`src/rtl/ifetch_unit.sv`:
```
// Instruction-fetch front end: owns the PC, issues one instruction-bus request at a time,
// and buffers the fetched instruction for decode. Supports stall and redirect with kill.
module ifetch_unit #(
  parameter logic [63:0] RESET_PC = 64'h8000_0000,
  parameter int          ADDR_W   = 64
) (
  input  logic              clk,
  input  logic              reset,
  output logic              ireq_valid,
  output logic [ADDR_W-1:0] ireq_addr,
  input  logic              iresp_addr_ok,
  input  logic              iresp_data_ok,
  input  logic [31:0]       iresp_data,
  output logic              out_valid,
  output logic [31:0]       out_instr,
  output logic [ADDR_W-1:0] out_pc,
  input  logic              out_ready,
  input  logic              redirect_valid,
  input  logic [ADDR_W-1:0] redirect_pc,
  output logic [1:0]        dbg_state_o
);

  // Handshake: a request transfers on a cycle where ireq_valid and iresp_addr_ok are both
  // high; ireq_addr stays put until then. A record transfers when out_valid and out_ready.
  typedef enum logic [1:0] {
    ST_REQ       = 2'd0,
    ST_WAIT_DATA = 2'd1,
    ST_HOLD      = 2'd2
  } state_e;

  state_e              state_q;
  logic                kill_q;
  logic [ADDR_W-1:0]   pc_q;
  logic                out_valid_q;
  logic [31:0]         out_instr_q;
  logic [ADDR_W-1:0]   out_pc_q;
  logic [ADDR_W-1:0]   redirect_tgt;

  assign redirect_tgt = redirect_pc & ~ADDR_W'(3);

  // Gated by reset so no request is visible while reset is held low.
  assign ireq_valid  = (state_q == ST_REQ) && reset;
  assign ireq_addr   = pc_q;
  assign out_valid   = out_valid_q;
  assign out_instr   = out_instr_q;
  assign out_pc      = out_pc_q;
  assign dbg_state_o = state_q;

  always_ff @(posedge clk or negedge reset) begin
    if (!reset) begin
      state_q     <= ST_REQ;
      kill_q      <= 1'b0;
      pc_q        <= ADDR_W'(RESET_PC);
      out_valid_q <= 1'b0;
      out_instr_q <= 32'd0;
      out_pc_q    <= '0;
    end else begin
      case (state_q)
        ST_REQ: begin
          if (iresp_addr_ok) begin
            if (redirect_valid) begin
              // Accepted request is now stale; same-cycle data is dropped on the spot.
              pc_q <= redirect_tgt;
              if (!iresp_data_ok) begin
                kill_q  <= 1'b1;
                state_q <= ST_WAIT_DATA;
              end
            end else if (iresp_data_ok) begin
              out_instr_q <= iresp_data;
              out_pc_q    <= pc_q;
              out_valid_q <= 1'b1;
              state_q     <= ST_HOLD;
            end else begin
              state_q <= ST_WAIT_DATA;
            end
          end else if (redirect_valid) begin
            pc_q <= redirect_tgt;
          end
        end
        ST_WAIT_DATA: begin
          if (iresp_data_ok) begin
            if (redirect_valid || kill_q) begin
              kill_q  <= 1'b0;
              state_q <= ST_REQ;
              if (redirect_valid) pc_q <= redirect_tgt;
            end else begin
              out_instr_q <= iresp_data;
              out_pc_q    <= pc_q;
              out_valid_q <= 1'b1;
              state_q     <= ST_HOLD;
            end
          end else if (redirect_valid) begin
            pc_q   <= redirect_tgt;
            kill_q <= 1'b1;
          end
        end
        ST_HOLD: begin
          // Redirect beats out_ready: the buffered record is dropped, not consumed.
          if (redirect_valid) begin
            pc_q        <= redirect_tgt;
            out_valid_q <= 1'b0;
            state_q     <= ST_REQ;
          end else if (out_ready) begin
            pc_q        <= pc_q + ADDR_W'(4);
            out_valid_q <= 1'b0;
            state_q     <= ST_REQ;
          end
        end
        default: begin
          state_q <= ST_REQ;
        end
      endcase
    end
  end

endmodule

```
`config.mk`:
```
export PLATFORM = sky130hd
export DESIGN_NAME = ifetch_unit
export DESIGN_NICKNAME = d
export VERILOG_FILES = /design/src/rtl/ifetch_unit.sv
export SDC_FILE = /design/constraint.sdc
export NUM_CORES = 1
export LEC_CHECK = 0
export ABC_AREA = 1
export CAP_MARGIN = 15
export CORE_ASPECT_RATIO = 0.5
export CORE_MARGIN = 4
export CORE_UTILIZATION = 52
export CTS_CLUSTER_SIZE = 12
export DETAILED_ROUTE_END_ITERATION = 10
export PLACE_DENSITY = 0.95
export SYNTH_ARGS = -nofsm -noshare
export SYNTH_HDL_FRONTEND = slang
export SYNTH_SLANG_ARGS = --single-unit
```
`constraint.sdc`:
```
create_clock -name clk -period 3.3 [get_ports clk]
set_input_delay 0.66 -clock clk [delete_from_list [all_inputs] [get_ports clk]]
set_output_delay 0.66 -clock clk [all_outputs]
set_load 0.05 [all_outputs]
```
### Word level (Yosys, flattened, before mapping)

Cells that the tools add are included.

| word-level totals | value |
|---|---|
| flip-flop bits (word level) | 164 |
| output and inout bits | 164 |
| word-level logic and storage cells | 72 |

| operators by class | value |
|---|---|
| add/subtract/negate cells | 1 |
| equal/unequal tests | 13 |
| muxes and demuxes | 42 |
| reductions and logical operators | 10 |

Operators by type and width:

| kind | count |
|---|---|
| 64-bit 2-to-1 mux | 10 |
| 64-bit one-hot mux with 3 select lines | 1 |
| 32-bit 2-to-1 mux | 5 |
| 64-bit one-hot mux with 2 select lines | 1 |
| 64-bit by 3-bit adder with 64-bit output (second input constant) | 1 |
| 32-bit one-hot mux with 2 select lines | 1 |
| 2-bit 2-to-1 mux | 8 |
| 2-bit != test (second input constant) | 7 |
| 1-bit 2-to-1 mux | 13 |
| 3-bit != test (second input constant) | 4 |
| 6-bit AND reduction | 2 |
| 7-bit AND reduction | 1 |
| 2-bit one-hot mux with 3 select lines | 1 |
| 4-bit AND reduction | 1 |
| 1-bit one-hot mux with 3 select lines | 1 |
| 3-bit AND reduction | 1 |
| 3-bit nonzero test | 1 |
| 2-bit by 1-bit == test with 1-bit output (second input constant) | 1 |
| 2-bit == test (second input constant) | 1 |
| 2-bit logical NOT | 1 |
| 1-bit one-hot mux with 2 select lines | 1 |
| 2-bit nonzero test | 1 |
| 1-bit logical AND | 1 |
| 1-bit logical OR | 1 |

### Logic depth before layout (Yosys ltp)

Gate-level depths: netlist (run 1).

| logic depth | value |
|---|---|
| depth in word-level cells | 4 |
| depth in mapped cells | 11 |
| depth with buffers taken out | 11 |

### Worst setup path before layout (run 1)

Ideal clock, no wire load.

| timing path | value |
|---|---|
| path kind | reg2out |
| start | register state_q[0] (netlist: dbg_state_o[0]) |
| end | output ireq_valid |
| arrival | 1497 ps |
| data required time | 2640 ps |
| slack | 1143 ps |
| cell stages (with the launch flop) | 4 |
| path buffers | 0 |
| path through | dfrtp_1 -> inv_1 -> nand2_1 -> nor2_1 |

| between the ends | value |
|---|---|
| word-level cells in the longest chain between the ends | 2 |

Ends and longest elaborated chain:

| item | line | text |
|---|---|---|
| start: declaration | 31 | `state_e state_q;` |
| start signal: assignment | 51 | `state_q <= ST_REQ;` |
| start signal: assignment | 66 | `state_q <= ST_WAIT_DATA;` |
| start signal: assignment | 72 | `state_q <= ST_HOLD;` |
| 2-bit logical NOT | 42 | `assign ireq_valid = (state_q == ST_REQ) && reset;` |
| 1-bit logical AND | 42 |  |
| end: declaration | 9 | `output logic ireq_valid,` |

Every way passes these cells.

### Worst setup path in the final report (run 1)

| timing path | value |
|---|---|
| start | input iresp_addr_ok |
| end | register out_pc_q[56] (netlist: out_pc[56]) |

| between the ends | value |
|---|---|
| word-level cells in the longest chain between the ends | 2 |

Ends and longest elaborated chain:

| item | line | text |
|---|---|---|
| start: declaration | 11 | `input logic iresp_addr_ok,` |
| 2-bit != test (no source line) | -- |  |
| 6-bit AND reduction (no source line) | -- |  |
| end signal: assignment | 70 | `out_pc_q <= pc_q;` |
| end signal: assignment | 88 | `out_pc_q <= pc_q;` |
| end: declaration | 36 | `logic [ADDR_W-1:0] out_pc_q;` |

Every way passes these cells.
A chain may end at the register's enable or synchronous reset.

==> impl.org, run 1 <==
** Status
- Status :: completed

** Cells and area
- The number of antenna diodes in the final layout is 0.
- Compared with the post-synthesis result, the final layout area differs by 37.6%.
- For this run, the number of standard cells in the final layout without fillers is approximately 1700.
- FILL cells :: approximately 1200
- Final design area excluding fillers :: ~12000 µm²
- Of the cells placed in the final design, the portion with a size suffix greater than 1 is ~4.0%.
- Final layout net count :: about 1600

** Routing
- Routed length per placed instance :: between 15 and 20 µm
- Total iterations of the first detailed-routing run :: 5
- Using the TritonRoute via totals, the vias-per-cell ratio works out to roughly 5.6.
- Remaining DRCs :: 0
- Total number of vias :: between 9000 and 10000
- Post-DRT Antenna Nets :: 0
- Number of DRC markers after the initial detailed-route iteration :: 1050
- Wire length after detailed routing :: roughly 34000 µm

** Power and ir drop
- Int Pwr :: 5.41 mW
- Combinational fraction of design power :: 50.8%
- Maximum ir drop on the vdd rail :: approximately 0.48 mV
- Sequential cells burn between 30% and 40% of the power.
- Fraction of power spent switching nets :: 48.7%
- NetSw :: between 5 and 6 mW
- Part of the total power dissipated in the clock network :: between 10% and 20%
- Cell area power density :: 868 nW/µm²
- The analysis attributes to cell leakage a power of about 5.6 nW.

** Clock network
- Post-CTS timing repair inserted 0 buffers for setup.
- Sink Count :: 160
- TritonCTS clock tree :: done
- The number of gates resized after CTS was 0.
- Max Root-Sink Buffers :: 2
- CTS built an H-tree with a depth of 4.
- TritonCTS Buffers :: 17
- Clock tree root driver cell :: sky130_fd_sc_hd__clkbuf_16
- Clock-pin slew was measured on the worst setup and hold paths at about 0.06 ns.
- Clock network latency to the later pin of the worst-skew pair :: between 0.4 and 0.5 ns
- CTS Hold Bufs :: 0

** Worst setup path
- Startpoint-to-endpoint class of the critical path :: in -> reg
- In this run the worst path has a maximum fanout of 67.
- Together, buffers and inverters on the worst path number 4.
- Top cell family by delay on the critical path :: buffers and inverters
- Type of destination of the critical path :: flip-flop
- In this design, the stage delay of the slowest critical-path cell is around 0.77 ns.
- Cell at the slowest stage of the critical path :: sky130_fd_sc_hd__nor2_4
- The worst setup path is launched from a primary input.
- Required time at the endpoint of the critical path :: roughly 3.6 ns
- Cell Chain, Critical Path :: clkdlybuf4s50_1 -> inv_1 -> nand3_2 -> nand3_1 -> nor2_4 -> inv_4 -> buf_12 -> o21ai_0
- Data arrives at the worst endpoint at 3.09 ns.

** Place
- Once placement completed, the tool counted placed cells totaling ~1700.
- Number of I/O port buffers :: approximately 260
- HPWL after detailed placement :: around 25000 µm
- At the end of routability-driven placement, the weighted congestion stood at approximately 1.0.
- Instance area after placement :: approximately 12000 µm²

** Synthesis
- Sequential cell area fraction in the yosys report :: 45.4%
- The synthesized netlist contains 32 unique library cells.
- The synthesized design contains 160 register bits.
- Cell area after technology mapping :: roughly 8800 µm²
- Synth Instances :: about 1300
- Yosys warning total :: 0
- In this run the mean area of a mapped cell was between 6 and 7 µm².

** Floorplan
- The initial utilization of the core area, before any placement, comes to about 53%.
- The floorplan step defined a die boundary enclosing slightly below 20000 µm².
- The initialized floorplan defines 33 standard-cell rows.
- approximately 270 I/O pins were placed.
- Measured along the x axis, the die boundary spans 192 µm.
- The region available for standard cell placement spans around 17000 µm².
- DIE HEIGHT :: 100 µm

** STA
- Counting I/O delays and the setup requirement, the final critical path takes 2.75 ns.
- On the final layout, the worst clock skew is about 0.0094 ns.
- The final critical path takes up about 83% of the cycle.
- For the pin with the worst max-slew slack, the measured transition is between 0.9 and 1 ns.
- Slew headroom :: about 36%
- Total Negative Setup Slacks :: 0 ns
- Achievable Freq :: between 300 and 400 MHz
- Unrepaired setup endpoints after global routing :: no
- Number of pins exceeding their max-slew limit in the final report :: 0
- Setup violations remaining at the end of the flow were counted as 0.
- The number of hold violations in the final report is 0.

** GRT
- Antenna violations before repair :: 1
- Entering global routing, the biggest net connects ~160 pins.
- The first global-routing pass estimated around 51000 µm of wire.
- Number of global-route vias before repair :: between 9000 and 10000
- Global routing consumed, over all layers together, about a third of the routing resources.
- Total gr overflow :: 0

** Min path
- Path class of the lowest-slack min-delay path :: in -> async

** Flow run
- Max-cap violations in this run came to 0.
==> layout make-up <==
type / instances / area [µm²] / share of cell area, %
multi-input cells: 935 / 4110 / 33.8
flip-flops and latches: 160 / 4010 / 33.0
repair buffers: 267 / 2730 / 22.5
clock inverters: 12 / 136 / 1.12
inverters: 119 / 449 / 3.70
well taps: 227 / 284 / 2.34
clock buffers: 18 / 429 / 3.54
==> per-stage QoR <==
stage | power (mW) | setup slack (ns) | util, % | hold WS, ns
final | 10.5 | 0.550 | 73.5 | 0.396
after global routing | 11.0 | 0.375 | 73.5 | 0.493
after CTS | 10.5 | 0.580 | 73.5 | 0.473
after detailed placement | 8.57 | 0.173 | 70.1 | 0.460
after global placement | 8.44 | 0.261 | 70.1 | 0.453
after floorplan | 6.55 | 1.14 | - | 0.364
==> registers in the layout, indices dropped and copies added, names as in the netlist <==
register,flops
out_instr,32
dbg_state_o,2
ireq_addr,62
out_pc,62
kill_q,1
out_valid,1
==> synthesized netlist by cell type (all sizes together) <==
master     n  area, µm²
buf       40        238
o2111ai    1       8.76
ha         1       12.5
a31oi      1       6.26
xor2       7       61.3
a211oi     1       7.51
nand4     13       81.3
clkbuf    11       41.3
conb       1       3.75
nor2     134        541
or2        4       25.0
dfstp      1       26.3
o21a      28        210
nand2    503       1890
nor3       6       35.0
dfrtp    159       3980
inv      119        447
o21ai    108        541
a21oi     19       95.1
nand3     79        400
o22ai     17        106
a22oi      9       67.6
==> cells by family after synthesis <==
| logic type | after synthesis | synth area share (%) |
|---|---|---|
| xor gates and xnor gates | 7 | 0.695 |
| and+or+nand+nor | 739 | 33.7 |
| DFF | 160 | 45.4 |
| other | 1 | 0.0425 |
| buffers and inverters | 170 | 8.22 |
| AOI/OAI and AO/OA | 184 | 11.8 |
| adders and majority gates | 1 | 0.142 |
==> metal layers <==
metal  global-route usage, %  wire (µm)
met3                    10.0       3870
met1                    47.1      13800
met2                    54.3      15100
met4                    10.2        834
met5                       0         12
==> placed cells by master, fill, tap and decap left out, types with 4 or more instances in the layout <==
cell type | synthesis | final
sky130_fd_sc_hd__nand3_1 | 78 | 78
sky130_fd_sc_hd__dfrtp_1 | 159 | 159
sky130_fd_sc_hd__a22oi_1 | 9 | 9
sky130_fd_sc_hd__nand4_1 | 13 | 13
sky130_fd_sc_hd__nor2_2 | 6 | 5
sky130_fd_sc_hd__clkbuf_16 | 0 | 17
sky130_fd_sc_hd__a21oi_1 | 19 | 19
sky130_fd_sc_hd__o21ai_0 | 71 | 71
sky130_fd_sc_hd__nor3_1 | 5 | 5
sky130_fd_sc_hd__o21ai_1 | 37 | 37
sky130_fd_sc_hd__inv_1 | 115 | 115
sky130_fd_sc_hd__o22ai_1 | 17 | 17
sky130_fd_sc_hd__or2_2 | 4 | 4
sky130_fd_sc_hd__nor2_4 | 3 | 4
sky130_fd_sc_hd__clkdlybuf4s50_1 | 0 | 257
sky130_fd_sc_hd__nand2_1 | 502 | 502
sky130_fd_sc_hd__buf_12 | 0 | 6
sky130_fd_sc_hd__xor2_1 | 7 | 7
sky130_fd_sc_hd__conb_1 | 1 | 4
sky130_fd_sc_hd__nor2_1 | 125 | 125
sky130_fd_sc_hd__o21a_1 | 28 | 28
==> final timing paths <==
path                            slack, ns  depth (start not counted)                        from                         to
worst max-delay path                 0.55                          8               iresp_addr_ok     out_pc[56]$_DFFE_PN0P_
worst min-delay path                 0.40                          2                       reset     out_pc[48]$_DFFE_PN0P_
worst max register to register       0.62                          8  dbg_state_o[0]$_DFFE_PN0P_     out_pc[56]$_DFFE_PN0P_
worst min register to register       0.47                          2   out_instr[15]$_DFFE_PN0P_  out_instr[15]$_DFFE_PN0P_
max in group asynchronous            2.21                          2                       reset  ireq_addr[38]$_DFFE_PN0P_
min in group clk                     0.47                          2   out_instr[15]$_DFFE_PN0P_  out_instr[15]$_DFFE_PN0P_
==> power groups by stage <==
stage | Combinational, mW | Clock, mW | Sequential, mW
3_5_place_dp | 5.35 | 0 | 3.22
2_1_floorplan | 1.07 | 0 | 5.48
5_1_grt | 5.63 | 2.05 | 3.30
4_1_cts | 5.37 | 1.97 | 3.20
6_report | 5.36 | 1.96 | 3.22
3_3_place_gp | 5.25 | 0 | 3.19
==> worst register-to-register path: stages, from the launching register on <==
cell and delay [ns]:
sky130_fd_sc_hd__dfrtp_1 0.42, sky130_fd_sc_hd__inv_1 0.17, sky130_fd_sc_hd__nor2_1 0.11, sky130_fd_sc_hd__nand2_1 0.07
sky130_fd_sc_hd__o21ai_0 0.15, sky130_fd_sc_hd__nor2_4 0.77, sky130_fd_sc_hd__inv_4 0.35, sky130_fd_sc_hd__buf_12 0.30
sky130_fd_sc_hd__o21ai_0 0.26
Note: power is estimated with default switching activity, not from simulation.
==> run 2: changes to the inputs <==
- CORE_UTILIZATION: 52 -> 43
- PLACE_DENSITY: 0.95 -> 0.85
- clock period: 3.3 -> 2.2 ns (I/O delays scaled with it)
==> impl.org, run 2 (synthesis gave the netlist of run 1 again) <==
** Worst setup path
- The critical path required time is 1.76 ns (was 3.64 ns).
- The family of cells with the greatest summed delay on the critical path was buffers and inverters (unchanged).
- Type of destination of the critical path :: output port (was flip-flop)
- The delay contributed by the slowest stage of the critical path is 0.86 ns (was 0.77 ns).
- Cell at the slowest stage of the critical path :: sky130_fd_sc_hd__clkdlybuf4s50_1 (was sky130_fd_sc_hd__nor2_4)
- Number of buffers and inverters on the critical path :: 1 (was 4)
- Maximum fanout along the worst path :: 5 (was 67)
- Element type at the critical path start :: flip-flop (was primary input)
- Data arrival time of the worst path :: 1.75 ns (was 3.09 ns)
- The kind of critical path is reg -> out (was in -> reg).
- Cell Chain, Critical Path :: clkdlybuf4s50_1 (was clkdlybuf4s50_1 -> inv_1 -> nand3_2 -> nand3_1 -> nor2_4 -> inv_4 -> buf_12 -> o21ai_0)

** Clock network
- The total clock buffers created by CTS is 17 (unchanged).
- The buffer levels on the longest clock path came to 2 (unchanged).
- H-Tree Depth :: 4 (unchanged)
- Sink Count :: 160 (unchanged)
- The cts-stage hold buffer count came to 0 (unchanged).
- CTS clock-pin slew for the worst setup and hold paths :: 0.07 ns (was 0.06 ns)
- TritonCTS clock tree :: done (unchanged)
- Clock network latency to the later pin of the worst-skew pair :: 0.44 ns (was 0.43 ns)
- Clock tree root driver cell :: sky130_fd_sc_hd__clkbuf_16 (unchanged)

** Floorplan
- The initial standard-cell utilization of the core was 44.5% (was 53.4%).
- The width of the die is 211 µm (was 192 µm).
- Site Rows :: 36 (was 33)
- DIE HEIGHT :: 109 µm (was 100 µm)
- Die area :: 23000 µm² (was 19200 µm²)
- Top Ports :: 266 (unchanged)
- The area of the core came to 19800 µm² (was 16500 µm²).

** STA
- Unrepaired setup endpoints after global routing :: no (unchanged)
- The number of setup violations in the final report is 0 (unchanged).
- The final-layout worst hold slack was 0.183 ns (was 0.396 ns).
- After layout, the worst path uses slightly below 100% of the clock period.
- The number of hold violations in the final report came to 0 (unchanged).
- The max-slew violation count was 0 (unchanged).
- Time the final worst path needs with I/O delays and setup :: 2.19 ns
- Achievable Freq :: about 460 MHz
- The pin slew with the least headroom to its limit came to 0.890 ns (was 0.961 ns).
- The final setup skew is 0.00952 ns (was 0.00942 ns).
- Total Negative Setup Slacks :: 0 ns (unchanged)
- Slew headroom :: 40.7% (was 35.8%)

** Status
- Status :: completed (unchanged)

** GRT
- The number of global-route vias before repair came to 9267 (was 9324).
- The overall routing resource usage is 29.5% (was 34.6%).
- The largest net degree at the start of global routing came to 161 (unchanged).
- Global-route wire length before repair :: 52200 µm (was 51200 µm)
- Total gr overflow :: 0 (unchanged)
- Antenna violations before repair :: 0 (was 1)

** Flow run
- Maximum Capacitance Violations :: 0 (unchanged)

** Power and ir drop
- The areal power density over the cells came to 1280 nW/µm² (was 868 nW/µm²).
- The worst vdd rail ir drop came to 0.651 mV (was 0.479 mV).
- Leakage power total :: 6.01 nW (was 5.64 nW)

** Cells and area
- The area growth from synthesis to layout was 41.1% (was 37.6%).
- Most common library cell in the layout ignoring fill and taps :: sky130_fd_sc_hd__nand2_1 (unchanged)
- The final-stage net count came to 1633 (was 1603).
- Post-Route Utilization :: 62.8% (was 73.5%)
- The fraction of final layout cells with drive strength greater than 1 came to 7.78% (was 3.97%).
- Number of diodes :: 0 (unchanged)
- Leading cell types in the layout, fill and taps excluded: sky130_fd_sc_hd__nand2_1 (501), sky130_fd_sc_hd__clkdlybuf4s50_1 (201), sky130_fd_sc_hd__dfrtp_1 (159) (was sky130_fd_sc_hd__nand2_1 (502), sky130_fd_sc_hd__clkdlybuf4s50_1 (257), sky130_fd_sc_hd__dfrtp_1 (159)).

** Routing
- Total number of vias :: 9584 (was 9737)
- The detail-routed via count per cell was 5.30 (was 5.60).
- Total iterations of the first detailed-routing run :: 6 (was 5)
- The remaining routing DRC violations is 0 (unchanged).
- Number of DRC markers after the initial detailed-route iteration :: 961 (was 1050)
- Routed length per placed instance :: 19.1 µm (was 19.3 µm)
- Post-DRT Antenna Nets :: 0 (unchanged)
- The routed wire length came to 34500 µm (was 33600 µm).

** Place
- Gp weighted congestion :: 0.993 (was 1.00)
- The total half-perimeter wirelength after legalization and detailed placement was 26500 µm (was 25300 µm).
- The number of I/O port buffers was 259 (unchanged).

** Min path
- The class of the worst hold path was in -> async (unchanged).
## run 2: cell count changes in the layout (fill, tap and decap cells not counted), moves of 3 or more
| cell | previous run | this run |
|---|---|---|
| sky130_fd_sc_hd__buf_12 | 6 | 9 |
| sky130_fd_sc_hd__buf_4 | 3 | 52 |
| sky130_fd_sc_hd__clkdlybuf4s50_1 | 257 | 201 |
| sky130_fd_sc_hd__dlygate4sd2_1 | 0 | 21 |
| sky130_fd_sc_hd__dlymetal6s2s_1 | 0 | 13 |
| sky130_fd_sc_hd__inv_8 | 0 | 3 |
| sky130_fd_sc_hd__nor2_1 | 125 | 120 |
| sky130_fd_sc_hd__nor2_2 | 5 | 10 |
## run 2: final timing paths
| check | start | endpoint | slack [ns] | cells past startpoint |
|---|---|---|---|---|
| worst max-delay path | ireq_addr[10]$_DFFE_PN0P_ | ireq_addr[10] | 0.01 | 1 |
| worst min-delay path | reset | out_pc[62]$_DFFE_PN0P_ | 0.18 | 2 |
| worst max register to register | ireq_addr[17]$_DFFE_PN0P_ | ireq_addr[61]$_DFFE_PN0P_ | 0.09 | 9 |
| worst min register to register | out_pc[28]$_DFFE_PN0P_ | out_pc[28]$_DFFE_PN0P_ | 0.47 | 2 |
| max in group asynchronous | reset | ireq_addr[36]$_DFFE_PN0P_ | 1.36 | 2 |
| min in group clk | out_pc[28]$_DFFE_PN0P_ | out_pc[28]$_DFFE_PN0P_ | 0.47 | 2 |
## run 2: final cells by class
type,instances,area (µm²)
clock buffers,19,443
clock inverters,13,154
fillers,1771,7370
inverters,119,449
multi-input cells,935,4120
flip-flops and latches,160,4010
well taps,266,333
repair buffers,297,2940
## run 2: what timing repair did
item / 4_1_cts / 5_1_grt
gates resized for setup: 21 / 19
buffers inserted: 0 / 0
cloned: 0 / 0
pin swaps: 0 / 0
endpoints found under the setup margin: 21 / 17
## run 2: layer usage
metal,up-vias,GRT usage (%),share of wire (%)
met5,-,0,0
met4,0,7.44,1.8
met3,48,7.90,9.1
met2,435,45.1,44
met1,4553,42.1,45
li1,4548,-,-
## run 2: power by group
group          switching [mW]  total [mW]  internal (mW)
Combinational            5.62        8.10           2.48
Clock                    1.34        3.07           1.73
Sequential              0.825        4.78           3.95
## run 2: metrics by stage
step	instances	total power [mW]	worst slack, ns	cell area, µm²
global route	1809	16.7	0.00210	12400
floorplan	1265	9.82	0.209	8830
global placement	1777	12.8	0.121	11800
detailed placement	1777	12.9	0.0148	11800
finish	1809	15.9	0.0111	12400
CTS	1809	16.0	0.00207	12400
## run 2: worst reg2reg max path, cell delays in order (launching register included)
cell                      delay (ns)
sky130_fd_sc_hd__dfrtp_1        0.48
sky130_fd_sc_hd__nand2_1        0.13
sky130_fd_sc_hd__nor2_2         0.23
sky130_fd_sc_hd__nand2_1        0.22
sky130_fd_sc_hd__nor2_1         0.31
sky130_fd_sc_hd__nand2_1        0.11
sky130_fd_sc_hd__o21ai_0        0.23
sky130_fd_sc_hd__nand3_1        0.14
sky130_fd_sc_hd__nand2_1        0.08
sky130_fd_sc_hd__nand2_1        0.05
